File: config.mk
export PLATFORM = sky130hd
export DESIGN_NAME = start_stop_cond
export DESIGN_NICKNAME = d
export VERILOG_FILES = /design/src/rtl/start_stop_cond.sv
export SDC_FILE = /design/constraint.sdc
export NUM_CORES = 1
export LEC_CHECK = 0
export CAP_MARGIN = 15
export CORE_MARGIN = 5
export CORE_UTILIZATION = 40
export DETAILED_ROUTE_END_ITERATION = 8
export HOLD_SLACK_MARGIN = 0.08
export MAX_ROUTING_LAYER = met4
export PLACE_DENSITY = 0.63
export SLEW_MARGIN = 20
export SYNTH_ARGS = -nofsm -noshare
export SYNTH_HDL_FRONTEND = slang
export SYNTH_SLANG_ARGS = --single-unit
File: constraint.sdc
create_clock -name clk -period 1.9 [get_ports clk]
set_input_delay 0.19 -clock clk [delete_from_list [all_inputs] [get_ports clk]]
set_output_delay 0.19 -clock clk [all_outputs]
set_load 0.05 [all_outputs]
File: src/rtl/start_stop_cond.sv
// -----------------------------------------------------------------------------
// start_stop_cond
//   Input conditioner for a start/stop-controlled counter stage. Each raw push
//   button is synchronised (2 flops) and debounced by a small FSM. A clean
//   press event becomes a single-cycle start or stop pulse, with stop taking
//   priority when both arrive together. A run flag tracks the pulses.
//
//   Build option:
//     START_TOGGLE_EN  - start_btn acts as a run/stop toggle; stop_btn unchanged.
//
//   Parameters:
//     DB_CYCLES  stable synchronised samples needed to accept a change (>=1)
//     DB_W       debounce counter width, 2**DB_W > DB_CYCLES-1
//
//   Ports:
//     clk        clock, rising edge
//     rst_n      asynchronous active-low reset
//     start_btn  raw asynchronous start button (active high)
//     stop_btn   raw asynchronous stop button (active high)
//     start      one-cycle start pulse (registered)
//     stop       one-cycle stop pulse (registered)
//     running    run flag (registered)
// -----------------------------------------------------------------------------
module start_stop_cond #(
    parameter int unsigned DB_CYCLES = 4,
    parameter int unsigned DB_W      = 3
) (
    input  logic clk,
    input  logic rst_n,
    input  logic start_btn,
    input  logic stop_btn,
    output logic start,
    output logic stop,
    output logic running
);

    localparam int unsigned NB = 2;  // index 0 = start button, 1 = stop button
    localparam logic [DB_W-1:0] CNT_LAST = DB_W'(DB_CYCLES - 1);

    typedef enum logic [1:0] {
        IDLE     = 2'd0,
        PRESS_DB = 2'd1,
        PRESSED  = 2'd2,
        REL_DB   = 2'd3
    } db_state_e;

    logic [NB-1:0]   btn_raw;
    logic [NB-1:0]   meta_q;
    logic [NB-1:0]   sync_q;
    db_state_e       state_q [NB];
    db_state_e       state_d [NB];
    logic [DB_W-1:0] cnt_q   [NB];
    logic [DB_W-1:0] cnt_d   [NB];
    logic [NB-1:0]   evt_c;

    logic start_evt_c;
    logic stop_evt_c;
    logic start_q, start_d;
    logic stop_q,  stop_d;
    logic running_q, running_d;

    assign btn_raw = {stop_btn, start_btn};

    // Debounce FSM next state; evt_c marks the transition into PRESSED so the
    // registered pulse appears in the same cycle the FSM first sits in PRESSED.
    always_comb begin : db_fsm_next
        for (int i = 0; i < NB; i++) begin
            state_d[i] = state_q[i];
            cnt_d[i]   = cnt_q[i];
            evt_c[i]   = 1'b0;
            case (state_q[i])
                IDLE: begin
                    if (sync_q[i]) begin
                        state_d[i] = PRESS_DB;
                        cnt_d[i]   = '0;
                    end
                end
                PRESS_DB: begin
                    if (!sync_q[i]) begin
                        state_d[i] = IDLE;
                    end else if (cnt_q[i] == CNT_LAST) begin
                        state_d[i] = PRESSED;
                        evt_c[i]   = 1'b1;
                    end else begin
                        cnt_d[i] = cnt_q[i] + DB_W'(1);
                    end
                end
                PRESSED: begin
                    if (!sync_q[i]) begin
                        state_d[i] = REL_DB;
                        cnt_d[i]   = '0;
                    end
                end
                REL_DB: begin
                    if (sync_q[i]) begin
                        state_d[i] = PRESSED;
                    end else if (cnt_q[i] == CNT_LAST) begin
                        state_d[i] = IDLE;
                    end else begin
                        cnt_d[i] = cnt_q[i] + DB_W'(1);
                    end
                end
                default: begin
                    state_d[i] = IDLE;
                    cnt_d[i]   = '0;
                end
            endcase
        end
    end

    // Event-to-pulse mapping and run flag; stop always wins a collision.
    always_comb begin : out_map
        start_evt_c = evt_c[0];
        stop_evt_c  = evt_c[1];

        running_d = running_q;
        if (stop_q) begin
            running_d = 1'b0;
        end else if (start_q) begin
            running_d = 1'b1;
        end

`ifdef START_TOGGLE_EN
        // Toggle decision uses the run state as it will be after any pulse
        // already in flight, so a toggle right after a pulse is not misread.
        start_d = start_evt_c & ~stop_evt_c & ~running_d;
        stop_d  = stop_evt_c | (start_evt_c & running_d);
`else
        start_d = start_evt_c & ~stop_evt_c;
        stop_d  = stop_evt_c;
`endif
    end

    // All state registers.
    always_ff @(posedge clk or negedge rst_n) begin : regs
        if (!rst_n) begin
            meta_q    <= '0;
            sync_q    <= '0;
            for (int i = 0; i < NB; i++) begin
                state_q[i] <= IDLE;
                cnt_q[i]   <= '0;
            end
            start_q   <= 1'b0;
            stop_q    <= 1'b0;
            running_q <= 1'b0;
        end else begin
            meta_q    <= btn_raw;
            sync_q    <= meta_q;
            for (int i = 0; i < NB; i++) begin
                state_q[i] <= state_d[i];
                cnt_q[i]   <= cnt_d[i];
            end
            start_q   <= start_d;
            stop_q    <= stop_d;
            running_q <= running_d;
        end
    end

    assign start   = start_q;
    assign stop    = stop_q;
    assign running = running_q;

endmodule

==> Word level (Yosys, flattened, before mapping) <==
Cells that the tools add are included.
{ "totals": {"elab_cells": 74, "ff_bits": 17} }
{ "classes": {"n_reduce_logical": 7, "n_mux": 34, "add_sub_neg": 2, "n_bitwise": 2, "eq_ne": 20} }
{ "ops": {"columns": ["cell", "count"], "rows": [
  ["$mux W3", 10],
  ["$mux W2", 12],
  ["$pmux W3 S4", 2],
  ["$ne A2 B2 Y1 const B", 8],
  ["$pmux W2 S4", 2],
  ["$reduce_and A4 Y1", 4],
  ["$ne A3 B3 Y1 const B", 4],
  ["$eq A2 B2 Y1 const B", 4],
  ["$mux W1", 8],
  ["$add A3 B1 Y3 const B", 2],
  ["$eq A3 B2 Y1 const B", 2],
  ["$eq A2 B1 Y1 const B", 2],
  ["$logic_not A2 Y1", 2],
  ["$reduce_bool A2 Y1", 1],
  ["$and A1 B1 Y1", 1],
  ["$not A1 Y1", 1]
]} }

==> Longest topological paths before layout <==
Gate-level depths: netlist (run 1).
{ "logic_depth": {"word_depth": 6, "ltp_mapped": 5} }

==> Worst setup path before layout (run 1) <==
No wires, ideal clock.
{ "synth_path": {"kind": "register to register", "from": "register cnt_q[3] (netlist bit)", "to": "register cnt_q[3] (netlist bit)", "setup_time_ps": 125, "arrival_ps": 1201, "setup_slack_ps": 575, "path_stages_with_launch": 6, "cell_sequence": "dfrtp_1 ha_1 ha_1 nand2_1 nand2_2 mux2_2"} }
{ "synth_between": {"elab_chain_cells": 4} }
{ "synth_rtl": {"columns": ["item", "line_no", "text"], "rows": [
  ["start: declaration", "52", "logic [DB_W-1:0] cnt_q [NB];"],
  ["start signal: indexed assignment", "151", "cnt_q[i] <= cnt_d[i];"],
  ["$add A3 B1 Y3 or $eq A3 B2 Y1 (tied branches)", null, null],
  ["$mux W3 (*)", "81, 97", null],
  ["$mux W3 (on tied branches)", "95, 79", null],
  ["$pmux W3 S4 (*)", "71", "case (state_q[i])"]
]} }
Mark *: on every way between the ends. The rest lies on a longest branch, timed or not. The select of a mux whose other input is x is not followed.
A chain may end at the register's enable or synchronous reset.

==> Worst setup path after layout (run 1) <==
{ "layout_path": {"from": "register stop_q, in the netlist stop", "to": "output stop"} }
{ "layout_rtl": {"columns": ["item", "line_no", "text"], "rows": [
  ["start: declaration", "59", "logic stop_q, stop_d;"],
  ["start signal: assignment", "154", "stop_q <= stop_d;"],
  ["end: declaration", "33", "output logic stop,"]
]} }
No word-level cell between the ends.

==> flow_metrics.env, run 1 <==
export IMPL_outcome="complete, no violations"
export IMPL_clock_root_buffer="clkbuf_4"
export IMPL_arrival_ns=1.43
export IMPL_wl_per_cell_um=11.7
export IMPL_r2r_setup_slack_ns=0.48
export IMPL_synth_nets=63
export IMPL_die_area_um2=2650
export IMPL_diodes=0
export IMPL_synth_edf_count=0
export IMPL_core_area_um2=1690
export IMPL_maxCapViolCount=0
export IMPL_nets=75
export IMPL_overflow=0
export IMPL_r2r_cells=4
export IMPL_firstDrtPassIters=4
export IMPL_via_per_inst=4.98
export IMPL_grt_antenna_before_repair=0
export IMPL_cts_tree="yes"
export IMPL_register_area_um2=425
export IMPL_first_global_vias=419
export IMPL_dr_first_iter_drc_count=10
export IMPL_antenna_left=0
export IMPL_endpoint_kind="output pin"
export IMPL_synth_area_top_cells="dfrtp_1 (62%), ha_1 (9.1%), mux2_2 (4.9%), o21ai_0 (2.9%), inv_1 (2.2%)"
export IMPL_die_h_um=51.5
export IMPL_place_ws_ns=0.495
export IMPL_grt_pass1_wl_um=1770
export IMPL_cpPeakStageDelay_ns=0.80
export IMPL_grt_usage_pct=9.77
export IMPL_critPathMaxFanout=2
export IMPL_gp_congestion=0.714
export IMPL_synth_cell_types=21
export IMPL_timing_final_hold_violations=0
export IMPL_start_util_pct=40.7
export IMPL_finalWorstSetupSlack_ns=0.282
export IMPL_max_slew_margin_pct=67.0
export IMPL_die_w_um=51.5
export IMPL_maxSlewViolCount=0
export IMPL_synth_seq_area_share_pct=61.8
export IMPL_tightest_slew_ns=0.493
export IMPL_io_pins=7
export IMPL_final_setup_viol_count=0
export IMPL_total_power_uw=1090
export IMPL_fin_crit_sh_pct=85.2
export IMPL_dp_hpwl_um=743
export IMPL_async_flop_share_pct=100
export IMPL_synth_cells=54
export IMPL_areaGrowthSynthToFinish_pct=16.7
export IMPL_critPathBufInv=1
export IMPL_fp_row_count=15
export IMPL_crit_path_cell_trace="clkdlybuf4s50_1"
export IMPL_powerDensity_nw_per_um2=1360
export IMPL_yosysWarnings=0
export IMPL_htreeDepth=1
export IMPL_clk_path_buf_depth=2
export IMPL_netlist_area_um2=688
export IMPL_synth_area_leader_cell="dfrtp_1"
export IMPL_crit_type="reg -> out"
export IMPL_fmax_mhz=618
export IMPL_drc=0
export IMPL_crit_family="buffers and inverters"
export IMPL_grt_start_max_net_pins=18
export IMPL_hold_buffers=0
export IMPL_cts_resized_gates=0
export IMPL_met2WireLength_um=394
export IMPL_io_buffers=6
export IMPL_timing_rr_end="cnt_q[0]$_DFFE_PN0P_"
export IMPL_cp_data_required_time_ns=1.71
export IMPL_worst_setup_path_start_kind="flip-flop"
export IMPL_critical_path_depth=1
export IMPL_wl_met3_um=82
export IMPL_startpoint="stop$_DFF_PN0_"
export IMPL_drt_met1_wl_um=469
export IMPL_crit_end="stop"
export IMPL_avgSynthCellArea_um2=12.7
export IMPL_cts_setup_buffers=0
export IMPL_cts_buffers=3
export IMPL_skew_ns=0.00261
export IMPL_clk_pin_slew_worst_paths_ns=0.09
export IMPL_cp_slowest_cell="clkdlybuf4s50_1"
export IMPL_routed_top_layer="met4"
export IMPL_reg2reg_from="cnt_q[0]$_DFFE_PN0P_"
export IMPL_ir_drop_mv=0.655
export IMPL_cts_sinks=17
export IMPL_via_count=408
export IMPL_hold_path_class="in -> async"
export IMPL_routed_wl_um=962
export IMPL_drive_gt1_share_pct=13.8
export IMPL_period_minus_slack_ns=1.62
export IMPL_synth_top_area_share_pct=61.8
export IMPL_synthFlopType="dfrtp_1"
export IMPL_multiInputGateArea_um2=248
export IMPL_insertion_delay_ns=0.28
export IMPL_nFillCells=165
export IMPL_rsz0062_at_grt="false"
export IMPL_fin_setup_tns_ns=0
export IMPL_leakage_uw=0.000374
export IMPL_synth_seq_cells=17
==> report_power, final <==
part / leakage (µW) / total [µW] / switching [µW] / internal, µW
logic: 0.000144 / 366 / 197 / 168
registers: 0.000215 / 547 / 76.1 / 471
clock network: 0.0000150 / 180 / 98.6 / 81.4
==> cell families (layout without fill, tap and decap cells) <==
kind of cell             Yosys count  in the layout  share of synthesized area, %
flip-flops                        17             17                          61.8
AND/OR/NAND/NOR                   14             14                          10.7
AO/OA/AOI/OAI                      8              8                          7.27
adder cells (fa/ha/maj)            5              5                          9.09
multiplexers                       4              4                          6.36
buffers and inverters              4             15                          2.18
XOR/XNOR                           2              2                          2.55
==> per-layer routing <==
metal  vias up  track usage (%)
met3         2             5.54
met4         0             5.24
met1       190             11.6
met5         -                -
li1        206                -
met2        10             12.9
==> Yosys cell counts (all sizes together), types with 2 or more instances <==
| library cell | n |
|---|---|
| nor2 | 2 |
| o21ai | 4 |
| nand2 | 5 |
| o31ai | 2 |
| mux2 | 3 |
| inv | 4 |
| ha | 5 |
| dfrtp | 17 |
==> final cells by class <==
class                   count  area share (%)
repair buffers              7            8.41
clock buffers               4            3.27
well taps                  17            2.65
multi-input cells          33            30.8
inverters                   4            1.87
flip-flops and latches     17            53.0
==> layout by cell type (no fill, tap or decap), drive strengths merged, types with 2 or more instances in the layout <==
cell / instances
nor2: 2
ha: 5
o21ai: 4
inv: 4
mux2: 3
dfrtp: 17
nand2: 5
clkdlybuf4s50: 6
o31ai: 2
clkbuf: 4
==> worst min-delay path by stage <==
stage | cells after the start | startpoint | to | slack [ns]
2_1_floorplan | 0 | rst_n | async pin | -0.11
4_1_cts | 2 | rst_n | cnt_q[0]$_DFFE_PN0P_ | 0.23
3_5_place_dp | 0 | meta_q[1]$_DFF_PN0_ | sync_q[1]$_DFF_PN0_ | 0.34
3_3_place_gp | 0 | meta_q[1]$_DFF_PN0_ | sync_q[1]$_DFF_PN0_ | 0.33
5_1_grt | 2 | rst_n | cnt_q[0]$_DFFE_PN0P_ | 0.24
6_report | 2 | rst_n | stop$_DFF_PN0_ | 0.23
==> metrics by stage <==
stage	std cells	hold WS [ns]	util [%]	area (µm²)
floorplan	54	-0.106	-	688
finish	82	0.227	47.6	803
global placement	78	0.332	46.0	777
global route	82	0.239	47.6	803
CTS	82	0.227	47.6	803
detailed placement	78	0.336	46.0	777
Power figures use the tool's default switching activity.
==> run 2: changes to the inputs <==
- CAP_MARGIN: 15 -> 20
- clock period: 1.9 -> 1.6 ns (I/O delays scaled with it)
==> flow_metrics.env, run 2 (same netlist as run 1, synthesis figures left out) <==
export IMPL_wl_per_cell_um=11.9
export IMPL_clock_root_buffer="clkbuf_4"
export IMPL_pwr_share_clk_pct=17.0
export IMPL_die_area_um2=2650
export IMPL_via_count=392
export IMPL_die_w_um=51.5
export IMPL_core_area_um2=1690
export IMPL_io_buffers=6
export IMPL_gp_congestion=0.717
export IMPL_layout_common_cells="dfrtp_1 (17), ha_1 (5)"
export IMPL_cpMostUsedCell="ha_1"
export IMPL_grt_pass1_wl_um=1860
export IMPL_hold_path_class="in -> async"
export IMPL_via_per_inst=4.78
export IMPL_final_common_cell="dfrtp_1"
export IMPL_internal_power_uw=845
export IMPL_clk_path_buf_depth=2
export IMPL_start_util_pct=40.7
export IMPL_diodes=0
export IMPL_nets=75
export IMPL_routed_wl_um=978
export IMPL_cts_resized_gates=0
export IMPL_clk_pin_slew_worst_paths_ns=0.10
export IMPL_arrival_ns=1.59
export IMPL_crit_path_cell_trace="ha_1 > ha_1 > nand2_1 > nand2_2 > mux2_2"
export IMPL_cts_sinks=17
export IMPL_grt_usage_pct=10.2
export IMPL_hold_buffers=0
export IMPL_period_minus_slack_ns=1.41
export IMPL_p_switching_uw=451
export IMPL_max_slew_margin_pct=75.9
export IMPL_combPwrFrac_pct=32.6
export IMPL_tightest_slew_ns=0.360
export IMPL_r2r_cells=5
export IMPL_worst_setup_path_start_kind="flip-flop"
export IMPL_cpPeakStageDelay_ns=0.41
export IMPL_first_global_vias=410
export IMPL_utilization_pct=47.2
export IMPL_outcome="complete, no violations"
export IMPL_drive_gt1_share_pct=20.0
export IMPL_cts_setup_buffers=0
export IMPL_die_h_um=51.5
export IMPL_overflow=0
export IMPL_fp_row_count=15
export IMPL_insertion_delay_ns=0.28
export IMPL_rsz0062_at_grt="false"
export IMPL_endpoint_kind="flip-flop"
export IMPL_hold_worst_slack_ns=0.181
export IMPL_ir_drop_mv=0.610
export IMPL_drc=0
export IMPL_fin_area_um2=797
export IMPL_maxCapViolCount=0
export IMPL_p_seq_share_pct=50.4
export IMPL_fmax_mhz=709
export IMPL_leakage_uw=0.000383
export IMPL_final_setup_viol_count=0
export IMPL_crit_type="reg -> reg"
export IMPL_skew_ns=0.00859
export IMPL_grt_antenna_before_repair=0
export IMPL_powerDensity_nw_per_um2=1630
export IMPL_antenna_left=0
export IMPL_critPathMaxFanout=4
export IMPL_dr_first_iter_drc_count=12
export IMPL_cts_tree="yes"
export IMPL_nFillCells=161
export IMPL_areaGrowthSynthToFinish_pct=15.8
export IMPL_fin_crit_sh_pct=88.1
export IMPL_timing_final_hold_violations=0
export IMPL_fin_setup_tns_ns=0
export IMPL_maxSlewViolCount=0
export IMPL_dpl_instance_area_um2=769
export IMPL_dp_hpwl_um=754
export IMPL_firstDrtPassIters=3
export IMPL_htreeDepth=1
export IMPL_io_pins=7
export IMPL_cts_buffers=3
export IMPL_netSwitchingFraction_pct=34.8
export IMPL_cp_data_required_time_ns=1.78
export IMPL_cp_slowest_cell="dfrtp_1"
export IMPL_grt_start_max_net_pins=18
==> run 2: metal layers <==
metal | share of wire (%) | routed length, µm | global-route usage, %
met5 | 0 | 0 | -
met4 | 1.3 | 13 | 7.86
met3 | 6.0 | 59 | 2.92
met2 | 42 | 413 | 13.1
met1 | 50 | 492 | 13.3
==> run 2: area by class of cell <==
| cell class | count | area, µm² | share of cell area [%] |
|---|---|---|---|
| clock inverter | 1 | 5.00 | 0.628 |
| inverter | 4 | 15.0 | 1.88 |
| multi-input combinational | 33 | 248 | 31.1 |
| clock buffer | 3 | 22.5 | 2.83 |
| sequential | 17 | 425 | 53.4 |
| timing repair buffer | 7 | 60.1 | 7.54 |
| tap | 17 | 21.3 | 2.67 |
==> run 2: worst max-delay path: cells and delay by family (launching register included) <==
| family | cells | cell delay, ns |
|---|---|---|
| DFF | 1 | 0.41 |
| adders and majority gates | 2 | 0.38 |
| muxes | 1 | 0.28 |
| and+or+nand+nor | 2 | 0.24 |
==> run 2: path summary, 6_finish.rpt <==
path | startpoint | slack, ns | to
setup / recovery | cnt_q[3]$_DFFE_PN0P_ | 0.19 | cnt_q[3]$_DFFE_PN0P_
hold / removal | rst_n | 0.18 | stop$_DFF_PN0_
setup reg to reg | cnt_q[3]$_DFFE_PN0P_ | 0.19 | cnt_q[3]$_DFFE_PN0P_
hold reg to reg | meta_q[1]$_DFF_PN0_ | 0.35 | sync_q[1]$_DFF_PN0_
max in group asynchronous | rst_n | 1.23 | meta_q[1]$_DFF_PN0_
min in group clk | start_btn | 0.30 | meta_q[0]$_DFF_PN0_
==> run 2: power by group through the flow <==
stage | clock (µW) | combinational [µW] | sequential (µW)
2_1_floorplan | 0 | 281 | 689
3_3_place_gp | 0 | 416 | 657
3_5_place_dp | 0 | 429 | 663
4_1_cts | 237 | 430 | 654
5_1_grt | 262 | 486 | 674
6_report | 220 | 423 | 653
==> run 2: metrics by stage <==
| stage | std cells | worst slack [ns] | total power (µW) |
|---|---|---|---|
| floorplan | 54 | 0.275 | 970 |
| global placement | 78 | 0.197 | 1070 |
| detailed placement | 78 | 0.189 | 1090 |
| CTS | 82 | 0.174 | 1320 |
| global route | 82 | 0.0982 | 1420 |
| finish | 82 | 0.190 | 1300 |
